[src/rtl/i2s_receiver.sv]
// i2s_receiver: serial-to-parallel I2S receiver in the s_clk domain.
//
// Locks to word_select edges and deserialises 16-bit MSB-first samples with the
// standard one-bit delay after each word_select transition. Completed samples are
// presented on a valid/ready interface.
//
// Optional feature macro: I2S_RX_RIGHT_CHANNEL_EN
//   defined   - right slot captured too; left+right delivered together after the
//               right slot; short-slot check on both slots.
//   undefined - left-only; sound_out_right tied to 0; one sample per frame.
//
// Ports:
//   s_clk            in   bit clock, all logic on posedge
//   reset            in   synchronous active-low reset
//   word_select      in   channel select, 0 = left slot, 1 = right slot
//   sound_bit_in     in   serial data, MSB first
//   sample_ready     in   consumer accepts the held sample
//   sound_out_left   out  last completed left sample
//   sound_out_right  out  last completed right sample (0 in left-only build)
//   sample_valid     out  a sample is held and not yet accepted
//   overrun          out  1-cycle pulse: new sample overwrote an unaccepted one
//   frame_error      out  1-cycle pulse: short or overlong slot
//   bit_count        out  position of the bit just sampled in the slot, 0 = delay bit

module i2s_receiver #(
    parameter int unsigned MAX_SLOT_BITS = 32
) (
    input  logic        s_clk,
    input  logic        reset,
    input  logic        word_select,
    input  logic        sound_bit_in,
    input  logic        sample_ready,
    output logic [15:0] sound_out_left,
    output logic [15:0] sound_out_right,
    output logic        sample_valid,
    output logic        overrun,
    output logic        frame_error,
    output logic [5:0]  bit_count
);

    // Last legal bit position in one slot; one more non-edge sample is an overlong slot.
    localparam logic [5:0] LastBit = 6'(MAX_SLOT_BITS - 1);

    typedef enum logic [1:0] {
        StSync,
        StLeft,
        StRight
    } state_e;

    state_e      state_q;
    logic        ws_prev_q;
    logic [15:0] shift_left_q;

    logic        ws_rise;
    logic        ws_fall;
    logic        capture;
    logic        last_data;
    logic        slot_full;
    logic        accept;
    logic [15:0] left_word;

`ifdef I2S_RX_RIGHT_CHANNEL_EN
    logic [15:0] shift_right_q;
    logic [15:0] left_buf_q;
    logic        left_ok_q;
    logic [15:0] right_out_q;
    logic [15:0] right_word;

    assign right_word      = {shift_right_q[14:0], sound_bit_in};
    assign sound_out_right = right_out_q;
`else
    assign sound_out_right = '0;
`endif

    assign ws_rise   = word_select & ~ws_prev_q;
    assign ws_fall   = ~word_select & ws_prev_q;
    // bit_count holds the position already sampled, so this edge samples bit_count+1.
    assign capture   = (bit_count < 6'd16);
    assign last_data = (bit_count == 6'd15);
    // All 16 data bits have been sampled once bit_count reaches 16.
    assign slot_full = (bit_count >= 6'd16);
    assign accept    = sample_valid & sample_ready;
    assign left_word = {shift_left_q[14:0], sound_bit_in};

    always_ff @(posedge s_clk) begin
        if (!reset) begin
            state_q        <= StSync;
            ws_prev_q      <= 1'b0;
            bit_count      <= '0;
            shift_left_q   <= '0;
            sound_out_left <= '0;
            sample_valid   <= 1'b0;
            overrun        <= 1'b0;
            frame_error    <= 1'b0;
`ifdef I2S_RX_RIGHT_CHANNEL_EN
            shift_right_q  <= '0;
            left_buf_q     <= '0;
            left_ok_q      <= 1'b0;
            right_out_q    <= '0;
`endif
        end else begin
            ws_prev_q   <= word_select;
            overrun     <= 1'b0;
            frame_error <= 1'b0;
            // A completion later in this block overrides the clear, keeping valid high.
            if (accept) begin
                sample_valid <= 1'b0;
            end

            case (state_q)
                StSync: begin
                    if (ws_fall) begin
                        state_q   <= StLeft;
                        bit_count <= '0;
                    end
                end

                StLeft: begin
                    if (ws_rise) begin
                        if (!slot_full) begin
                            frame_error <= 1'b1;
`ifdef I2S_RX_RIGHT_CHANNEL_EN
                            left_ok_q   <= 1'b0;
`endif
                        end
                        state_q      <= StRight;
                        bit_count    <= '0;
                        shift_left_q <= '0;
                    end else if (bit_count == LastBit) begin
                        frame_error <= 1'b1;
                        state_q     <= StSync;
                        bit_count   <= '0;
`ifdef I2S_RX_RIGHT_CHANNEL_EN
                        left_ok_q   <= 1'b0;
`endif
                    end else begin
                        bit_count <= bit_count + 6'd1;
                        if (capture) begin
                            shift_left_q <= left_word;
                        end
                        if (last_data) begin
`ifdef I2S_RX_RIGHT_CHANNEL_EN
                            // Hold the left word until its right partner completes.
                            left_buf_q <= left_word;
                            left_ok_q  <= 1'b1;
`else
                            sound_out_left <= left_word;
                            sample_valid   <= 1'b1;
                            overrun        <= sample_valid & ~sample_ready;
`endif
                        end
                    end
                end

                StRight: begin
                    if (ws_fall) begin
`ifdef I2S_RX_RIGHT_CHANNEL_EN
                        if (!slot_full) begin
                            frame_error <= 1'b1;
                            left_ok_q   <= 1'b0;
                        end
                        shift_right_q <= '0;
`endif
                        state_q   <= StLeft;
                        bit_count <= '0;
                    end else if (bit_count == LastBit) begin
                        frame_error <= 1'b1;
                        state_q     <= StSync;
                        bit_count   <= '0;
`ifdef I2S_RX_RIGHT_CHANNEL_EN
                        left_ok_q   <= 1'b0;
`endif
                    end else begin
                        bit_count <= bit_count + 6'd1;
`ifdef I2S_RX_RIGHT_CHANNEL_EN
                        if (capture) begin
                            shift_right_q <= right_word;
                        end
                        // A stereo sample is only delivered if its left half survived.
                        if (last_data && left_ok_q) begin
                            sound_out_left <= left_buf_q;
                            right_out_q    <= right_word;
                            sample_valid   <= 1'b1;
                            overrun        <= sample_valid & ~sample_ready;
                            left_ok_q      <= 1'b0;
                        end
`endif
                    end
                end

                default: begin
                    state_q   <= StSync;
                    bit_count <= '0;
                end
            endcase
        end
    end

endmodule

[config.mk]
export PLATFORM = sky130hd
export DESIGN_NAME = i2s_receiver
export DESIGN_NICKNAME = d
export VERILOG_FILES = /design/src/rtl/i2s_receiver.sv
export SDC_FILE = /design/constraint.sdc
export NUM_CORES = 1
export LEC_CHECK = 0
export ABC_CLOCK_PERIOD_IN_PS = 2000
export BUFFER_PORTS_ARGS = -buffer_cell sky130_fd_sc_hd__buf_2
export CORE_ASPECT_RATIO = 1.5
export CORE_MARGIN = 2
export CORE_UTILIZATION = 52
export DETAILED_ROUTE_END_ITERATION = 6
export HOLD_SLACK_MARGIN = 0.08
export PLACE_DENSITY = 0.78
export SLEW_MARGIN = 20
export SYNTH_ARGS = -nofsm -noshare
export SYNTH_HDL_FRONTEND = slang
export SYNTH_SLANG_ARGS = --single-unit
[constraint.sdc]
create_clock -name s_clk -period 2 [get_ports s_clk]
set_clock_uncertainty 0.1 [all_clocks]
set_input_delay 0 -clock s_clk [delete_from_list [all_inputs] [get_ports s_clk]]
set_output_delay 0 -clock s_clk [all_outputs]
set_load 0.01 [all_outputs]
# Yosys cells after proc, flatten, opt, wreduce, memory -nomap -nowiden
# Index checks and enable logic that the tools add are counted.
op_classes:
  addsub: 1
  n_lt_le_gt_ge: 2
  eq_ne: 6
  muxes: 23
  bitwise_logic: 12
  reduce_logical: 5
ops:
  columns: ["cell", "n"]
  rows:
  - ["15-bit two-way mux", 3]
  - ["6-bit two-way mux", 4]
  - ["6-bit case mux with 3 select lines", 1]
  - ["1-bit two-way mux", 9]
  - ["2-bit two-way mux", 4]
  - ["1-bit inverter", 8]
  - ["6-bit by 1-bit adder with 6-bit output, second input constant", 1]
  - ["6-bit by 4-bit equality test with 1-bit output, second input constant", 1]
  - ["6-bit by 5-bit equality test with 1-bit output, second input constant", 1]
  - ["6-bit by 5-bit >= comparator with 1-bit output, second input constant", 1]
  - ["6-bit by 5-bit less-than comparator with 1-bit output, second input constant", 1]
  - ["2-bit case mux with 3 select lines", 1]
  - ["5-bit OR reduction", 1]
  - ["1-bit bitwise AND", 4]
  - ["2-bit != test, second input constant", 2]
  - ["4-bit AND reduction", 1]
  - ["3-bit AND reduction", 1]
  - ["2-bit by 1-bit equality test with 1-bit output, second input constant", 1]
  - ["2-bit equality test, second input constant", 1]
  - ["2-bit zero test", 1]
  - ["1-bit case mux with 2 select lines", 1]
  - ["2-bit nonzero test", 1]
totals:
  reg_bits: 43
  inputBits: 5
  output_inout_bits: 41
  elab_cells: 57

# Longest topological paths before layout
# Gate-level depths: netlist (run 1).
depth:
  depth_word: 6
  mapped_depth: 9
  ltp_nobuf: 6

# Worst setup path after synthesis (run 1)
# Ideal clock, no wire load.
synth_path:
  kind: "register -> register"
  from: "register state_q[0]"
  to: "register bit_count[0]"
  setup_time_ps: 70
  arrival_ps: 1515
  required_time_ps: 1830
  slack_ps: 314
  path_stages_with_launch: 7
  n_path_buf: 0
  period_less_slack_ps: 1686
  cell_sequence: "dfxtp_1 -> inv_1 -> ha_1 -> o21ai_1 -> or2_0 -> or4_1 -> a21oi_1"
synth_between:
  elab_chain_cells: 2
  word_cells_on_any_way: 5
  classes_between: "eq/ne (3); mux (1); reduce/logical (1)"
synth_lines:
  columns: ["element", "line_no", "source"]
  rows:
  - ["start, declared", "50", "state_e state_q;"]
  - ["start signal, assigned", "87", "state_q <= StSync;"]
  - ["start signal, assigned", "113", "state_q <= StLeft;"]
  - ["start signal, assigned", "126", "state_q <= StRight;"]
  - ["2-bit equality test (tied with other cells)", "110", "case (state_q)"]
  - ["6-bit case mux with 3 select lines / 2-bit != test (equally long branches)", null, null]
  - ["end signal, assigned", "137", "bit_count <= bit_count + 6'd1;"]
  - ["end signal, assigned", "174", "bit_count <= bit_count + 6'd1;"]
  - ["end, declared", "38", "output logic [5:0] bit_count"]
# Several ways; a longest one is shown, not always the timed one.
# A chain may end at the register's enable or synchronous reset.

# Worst setup path in the final report (run 1)
layout_path:
  from: "register state_q[1]"
  to: "register bit_count[0]"
# Same word-level chain as after synthesis.

==> implementation parameters, run 1 <==
Parameter                              Value

CTS
  Num Clock Sinks    43
  Post-CTS clock slew at the launch and capture registers of the worst setup and hold paths    80 ps
  CTS root buf    sky130_fd_sc_hd__clkbuf_8
  Number of clock buffers inserted by TritonCTS    5
  Clock tree from TritonCTS    done
  Htree depth    2
  Clk Latency, worst-skew pair    300 ps
  Buffers from clock root to sink, at most    2

Power and ir drop
  Switching share of total power    22.2%
  Peak supply drop    0.566 mV
  Leak Pwr    0.000866 uW
  Sequential share of power    53.2%
  Combinational group share of total power    5.3%
  Internal power summed over all cells    1260 uW
  Switching pwr    360 uW
  Share of power burned in the clock network    41.5%
  Pwr/cell area    759 mW/mm^2

STA
  Peak clock frequency supported by timing    0.546 GHz
  Setup Viol. Count Final    0
  Final Max Slew Viols    0
  Final cycle utilization of the critical path    91.5%
  Hold violation total from the final report    0
  Setup TNS    0 ps
  Final critical delay including setup and external delays    1830 ps
  RSZ-0062 raised after global routing    false

Min path
  Hold/Removal Path Class    flip-flop to flip-flop
  Hold worst-path end    sound_out_left[9]$_SDFFE_PN0P_
  Hold Crit Start    sound_out_left[9]$_SDFFE_PN0P_
  Hold Crit Depth    2

Layout
  Post-synthesis to final-layout area growth    14.4%
  Share of cells above drive strength 1    18.6%
  Final Instance Area    0.00213 mm^2
  ANT cells    0
  Commonest cells after routing, fill and taps aside    sky130_fd_sc_hd__dfxtp_1 (43), sky130_fd_sc_hd__nand2_1 (38), sky130_fd_sc_hd__buf_2 (29)
  Most frequent standard cell in the layout excluding fill and tap cells    sky130_fd_sc_hd__dfxtp_1
  Final cell count without fillers    295
  Nets@finish    262

Setup path
  Maximum fanout along the worst path    8
  Cell with the largest stage delay on the worst path    sky130_fd_sc_hd__or4_1
  Largest stage delay, worst path    400 ps
  Startpoint type of the worst setup path    flip-flop
  Cell count of the worst reg-to-reg path    6
  Arrival time of the worst setup path    1960 ps
  Required time of the worst setup path    2130 ps
  Kind of capture point of the worst setup path    flip-flop
  R2r endpoint    bit_count[0]$_SDFFE_PN0P_
  Kind of critical path    flip-flop to flip-flop
  Worst Path Buf+Inv    1
  Logic depth of the worst path, buffers included    6
  Startpoint of the worst register-to-register path    state_q[1]$_SDFFE_PN0P_
  Top delay family on crit path    simple AND/OR/NAND/NOR gates
  Register-to-register setup slack    170 ps
  Critical-path cell list    inv_1, ha_1, o21ai_1, or2_0, or4_1, a21oi_1

Place
  Number of cells after detailed placement    282
  Count of buffers from port buffering    29
  HPWL after DPL    2410 um
  Gp weighted congestion    0.854
  Dpl cell area    0.00197 mm^2

Route
  Wirelength, routed    3570 um
  DR WL/cell    12.1 um
  Iteration-0 DRC count of the detailed router    51
  First-pass iteration count of the detailed router    4
  Overall via count from detail_route    1549
  Post-route DRC violation count    0
  Count of nets left with antenna violations after detail routing    0
  Via density per instance    5.25

Synth
  Most area-consuming cells after synthesis    sky130_fd_sc_hd__dfxtp_1 (46%), sky130_fd_sc_hd__nand2_1 (7.7%), sky130_fd_sc_hd__buf_4 (7.3%)
  Number of flops mapped to enable cells by yosys    0
  Mapped cell area    0.00186 mm^2
  Mean cell area of the mapped netlist    8.46 um^2
  Cell count after synthesis    220
  Synthesized-area fraction occupied by xor and xnor cells    0%
  Post-synthesis compound-gate area fraction    17.0%
  Synthesis Warnings    0
  Largest area contributor in the netlist    sky130_fd_sc_hd__dfxtp_1
  Combinational family with the most area after synthesis    simple AND/OR/NAND/NOR gates
  Sequential share of the synthesized area    46.2%
  Area fraction in and, or, nand and nor cells after synthesis    22.4%
  Number of distinct library cells after synthesis    37
  Number of synthesized register bits    43
  Area share of fa/ha/maj cells after synthesis    3.36%
  Dominant synthesized flop cell    sky130_fd_sc_hd__dfxtp_1
  Multiplexer area fraction after synthesis    0%
  Fraction of synthesis flops using an asynchronous set or reset pin    0%
  Yosys top cell area share    46.2%

Floorplan
  Number of ports placed on the die boundary    46
  Die Span X    52.9 um
  Starting Density    54.5%
  Area of the core region    0.00342 mm^2
  # rows    26
  Die Y-Extent    77.3 um
  Total Die Area    0.00408 mm^2

GRT
  Global-route wire length before repair    5730 um
  Vias in the first global route    1325
  Number of antenna violations at the first check in global routing    0
  Pin count of the biggest net entering global routing    28
  Overall global routing resource usage    18.7%
  Overflow left after global routing    0

Flow run
  Max-cap violation count    0

Outcome
  Outcome    finished clean
==> power groups by stage <==
stage	clock, uW	combinational, uW	sequential, uW
floorplan	0	83.9	880
global placement	0	77.5	881
detailed placement	0	78.0	881
CTS	689	85.3	861
global route	731	95.2	861
finish	670	86.4	860
==> state kept, by name, summed over array words and instances (netlist names) <==
signal          cells
bit_count           6
shift_left_q       15
sound_out_left     16
sample_valid        1
overrun             1
state_q             2
frame_error         1
ws_prev_q           1
==> layout make-up <==
class | instances | area [um^2]
fillers | 331 | 1280
clock buffers | 5 | 68.8
flip-flops and latches | 43 | 861
well taps | 42 | 52.6
multi-input cells | 161 | 856
clock inverters | 3 | 43.8
inverters | 3 | 11.3
repair buffers | 38 | 238
==> cells by family after synthesis <==
kind of cell    count (synthesis)
simple gates                   88
compound gates                 52
flops                          43
buf+inv                        31
fa+ha+maj                       5
other cells                     1
==> worst max-delay path by stage <==
stage	start	slack, ps	end
finish	state_q[1]$_SDFFE_PN0P_	170	bit_count[0]$_SDFFE_PN0P_
CTS	state_q[0]$_SDFFE_PN0P_	180	bit_count[0]$_SDFFE_PN0P_
floorplan	state_q[0]$_SDFFE_PN0P_	310	bit_count[0]$_SDFFE_PN0P_
global route	state_q[1]$_SDFFE_PN0P_	50	bit_count[0]$_SDFFE_PN0P_
detailed placement	state_q[1]$_SDFFE_PN0P_	170	bit_count[0]$_SDFFE_PN0P_
global placement	state_q[1]$_SDFFE_PN0P_	240	bit_count[0]$_SDFFE_PN0P_
==> layer usage <==
| metal | GRT usage [%] | vias to the layer above | part of all wire (%) |
|---|---|---|---|
| li1 | - | 788 | - |
| met1 | 20.7 | 715 | 43 |
| met2 | 31.8 | 39 | 50 |
| met3 | 4.67 | 7 | 4.2 |
| met4 | 9.23 | 0 | 2.2 |
| met5 | 0 | - | 0 |
==> cells in the mapped netlist, types with 2 or more instances <==
cell type and number:
sky130_fd_sc_hd__buf_2 2, sky130_fd_sc_hd__o21ai_0 5, sky130_fd_sc_hd__nand2b_1 2, sky130_fd_sc_hd__buf_6 2
sky130_fd_sc_hd__a22oi_1 16, sky130_fd_sc_hd__ha_1 5, sky130_fd_sc_hd__nor3_1 6, sky130_fd_sc_hd__nand3_1 4
sky130_fd_sc_hd__clkbuf_1 6, sky130_fd_sc_hd__dfxtp_1 43, sky130_fd_sc_hd__a21oi_1 24, sky130_fd_sc_hd__nand2_1 38
sky130_fd_sc_hd__nor2_1 20, sky130_fd_sc_hd__and2_1 2, sky130_fd_sc_hd__and3_1 3, sky130_fd_sc_hd__nand3b_1 2
sky130_fd_sc_hd__buf_4 18, sky130_fd_sc_hd__inv_1 3
==> metrics by stage <==
stage,power [uW],worst slack [ps],util [%],hold WS [ps]
after floorplan,964,314,-,21.7
after global placement,958,236,57.6,158
after detailed placement,959,172,57.6,161
after CTS,1640,183,62.4,358
after global routing,1690,48.5,62.4,380
final,1620,170,62.4,354
==> worst min-delay path, stage by stage (launching register included) <==
cell and delay (ps):
sky130_fd_sc_hd__dfxtp_1 310, sky130_fd_sc_hd__nand2_1 50, sky130_fd_sc_hd__a21oi_1 50
==> what timing repair did <==
item | CTS | global route
setup buffers | 0 | 0
hold buffers | 5 | 0
hold endpoints to repair | 7 | 0
resized for setup | 0 | 0
No activity file was read; power rests on OpenSTA's default activity.
==> run 2, diff against run 1 <==
RECOVER_POWER = 25   (was not set)
==> run 2 against run 1 <==
  * Cell area decreased by 1.0%
  * Sequential share of layout area up 0.41 points
  * Core utilization down 0.62 points
  * Combinational power is essentially flat
  * Non-clock buffer count did not move
  * Routed wire length rose by 0.42%
  * First-iteration DRC count unchanged
  * Clock power about the same
  * Final cell count did not move
  * Maximum frequency decreased by 0.20%
  * Critical path depth did not move
  * Via count is essentially flat
  * Critical path type unchanged
  * Largest cell class unchanged
==> implementation parameters, run 2 (same netlist as run 1, synthesis figures left out) <==
Parameter                              Value

Route
  Overall via count from detail_route    1550 (+0.065%)
  Wirelength, routed    3580 um (+0.42%)
  Iteration-0 DRC count of the detailed router    51 (unchanged)
  First-pass iteration count of the detailed router    4 (unchanged)
  DR WL/cell    12.1 um (+0.42%)
  Via density per instance    5.25 (about the same)
  Count of nets left with antenna violations after detail routing    0 (unchanged)
  Post-route DRC violation count    0 (unchanged)

Setup path
  Logic depth of the worst path, buffers included    6 (unchanged)
  Largest stage delay, worst path    400 ps (about the same)
  Maximum fanout along the worst path    5 (-3)
  Arrival time of the worst setup path    1960 ps (about the same)
  Worst Path Buf+Inv    1 (unchanged)
  Startpoint type of the worst setup path    flip-flop
  Top delay family on crit path    simple AND/OR/NAND/NOR gates
  Kind of capture point of the worst setup path    flip-flop
  Register-to-register setup slack    170 ps (about the same)
  Cell with the largest stage delay on the worst path    sky130_fd_sc_hd__or4_1
  Startpoint of the worst register-to-register path    state_q[0]$_SDFFE_PN0P_
  Critical-path cell list    inv_1, ha_1, o21ai_1, or2_0, or4_1, a21oi_1
  Required time of the worst setup path    2130 ps (about the same)
  Cell count of the worst reg-to-reg path    6 (unchanged)
  Kind of critical path    flip-flop to flip-flop
  R2r endpoint    bit_count[0]$_SDFFE_PN0P_

STA
  Hold violation total from the final report    0 (unchanged)
  Final Max Slew Viols    0 (unchanged)
  Relative max-transition margin    66.7%
  Final critical delay including setup and external delays    1830 ps (+3.73 ps)
  Peak clock frequency supported by timing    0.545 GHz (-0.20%)
  RSZ-0062 raised after global routing    false
  Final cycle utilization of the critical path    91.7% (+0.19 points)
  Setup TNS    0 ps (unchanged)
  Fin worst setup slack    166 ps (-3.73 ps)
  Final-layout worst hold slack    356 ps (+2.07 ps)
  Setup Viol. Count Final    0 (unchanged)
  Transition time at the pin with the least slew margin    498 ps

Layout
  Largest Register    sound_out_left
  Registers with the most flip-flops    sound_out_left (16), shift_left_q (15), bit_count (6)
  Commonest cells after routing, fill and taps aside    sky130_fd_sc_hd__dfxtp_1 (43), sky130_fd_sc_hd__nand2_1 (38), sky130_fd_sc_hd__a21oi_1 (24)
  Post-synthesis to final-layout area growth    13.3%
  Nets@finish    262 (unchanged)
  Largest register FFs    16 (unchanged)
  ANT cells    0 (unchanged)
  Finished Core Util    61.8% (-0.62 points)
  Share of cells above drive strength 1    11.9% (-6.7 points)
  Most frequent standard cell in the layout excluding fill and tap cells    sky130_fd_sc_hd__dfxtp_1

CTS
  Clk Latency, worst-skew pair    300 ps (about the same)
  CTS root buf    sky130_fd_sc_hd__clkbuf_8
  Post-CTS clock slew at the launch and capture registers of the worst setup and hold paths    80 ps (about the same)
  Buffers from clock root to sink, at most    2 (unchanged)
  Htree depth    2 (unchanged)
  Gates resized, CTS repair    0 (unchanged)
  Num Clock Sinks    43 (unchanged)
  Number of clock buffers inserted by TritonCTS    5 (unchanged)
  Clock tree from TritonCTS    done

Floorplan
  Number of ports placed on the die boundary    46 (unchanged)
  Die Y-Extent    77.3 um (unchanged)
  Total Die Area    0.00408 mm^2 (unchanged)
  Starting Density    54.5% (unchanged)
  # rows    26 (unchanged)
  Die Span X    52.9 um (unchanged)
  Area of the core region    0.00342 mm^2 (unchanged)

GRT
  Overflow left after global routing    0 (unchanged)
  Pin count of the biggest net entering global routing    28 (unchanged)
  Number of antenna violations at the first check in global routing    0 (unchanged)
  Overall global routing resource usage    18.7% (unchanged)
  Vias in the first global route    1325 (unchanged)
  Global-route wire length before repair    5730 um (unchanged)

Power and ir drop
  Design Power    1620 uW (about the same)
  Switching share of total power    22.2% (-0.063 points)
  Share of power burned in the clock network    41.4% (about the same)
  Peak supply drop    0.565 mV (about the same)
  Leak Pwr    0.000791 uW (-8.7%)
  Sequential share of power    53.3% (about the same)
  Pwr/cell area    766 mW/mm^2 (+0.92%)
  Combinational group share of total power    5.3% (about the same)
  Switching pwr    359 uW (-0.37%)
  Internal power summed over all cells    1260 uW (about the same)

Flow run
  Max-cap violation count    0 (unchanged)

Place
  Post-placement setup slack    172 ps (unchanged)
  HPWL after DPL    2410 um (unchanged)
  Gp weighted congestion    0.854 (unchanged)
  Count of buffers from port buffering    29 (unchanged)

Min path
  Hold/Removal Path Class    flip-flop to flip-flop
  Hold Crit Depth    2 (unchanged)
  Hold worst-path end    sound_out_left[9]$_SDFFE_PN0P_
  Hold Crit Start    sound_out_left[9]$_SDFFE_PN0P_

Outcome
  Outcome    finished clean
run 2: cell types whose count changed in the layout (fill, tap and decap cells not counted):
cell                       delta
sky130_fd_sc_hd__clkbuf_1    +17
sky130_fd_sc_hd__buf_2       -17
run 2: how the worst max path moves through the flow:
stage                                  startpoint                        end  slack, ps
after floorplan           state_q[0]$_SDFFE_PN0P_  bit_count[0]$_SDFFE_PN0P_        310
after global placement    state_q[1]$_SDFFE_PN0P_  bit_count[0]$_SDFFE_PN0P_        240
after detailed placement  state_q[1]$_SDFFE_PN0P_  bit_count[0]$_SDFFE_PN0P_        170
after CTS                 state_q[0]$_SDFFE_PN0P_  bit_count[0]$_SDFFE_PN0P_        180
after global routing      state_q[1]$_SDFFE_PN0P_  bit_count[0]$_SDFFE_PN0P_         50
final                     state_q[0]$_SDFFE_PN0P_  bit_count[0]$_SDFFE_PN0P_        170
run 2: worst min-delay path, stage by stage (launching register included):
cell                      delay [ps]
sky130_fd_sc_hd__dfxtp_1         310
sky130_fd_sc_hd__nand2_1          50
sky130_fd_sc_hd__a21oi_1          50
run 2: metal layers:
| layer | up-vias | global-route usage [%] | routed length (um) |
|---|---|---|---|
| met4 | 0 | 9.23 | 80 |
| met1 | 720 | 20.7 | 1560 |
| li1 | 788 | - | - |
| met2 | 35 | 31.8 | 1790 |
| met3 | 7 | 4.67 | 148 |
| met5 | - | 0 | 0 |
run 2: power by group through the flow:
stage / Combinational, uW / Sequential, uW / Clock, uW
global route: 95.2 / 861 / 731
detailed placement: 78.0 / 881 / 0
floorplan: 83.9 / 880 / 0
CTS: 85.3 / 861 / 689
global placement: 77.5 / 881 / 0
finish: 86.3 / 861 / 669
run 2: layout make-up:
class,count,area (um^2)
Multi-Input combinational cell,161,856
Tap cell,42,52.6
Fill cell,336,1310
Inverter,3,11.3
Clock inverter,3,43.8
Timing Repair Buffer,38,216
Clock buffer,5,68.8
Sequential cell,43,861
run 2: per-stage QoR:
stage,std cells,area (um^2)
detailed placement,282,1970
global placement,282,1970
global route,295,2110
finish,295,2110
floorplan,235,1920
CTS,295,2130
run 2: timing repair:
item                                   4_1_cts  5_1_grt
setup buffers                                0        0
hold buffers                                 5        0
endpoints found under the hold margin        7        0
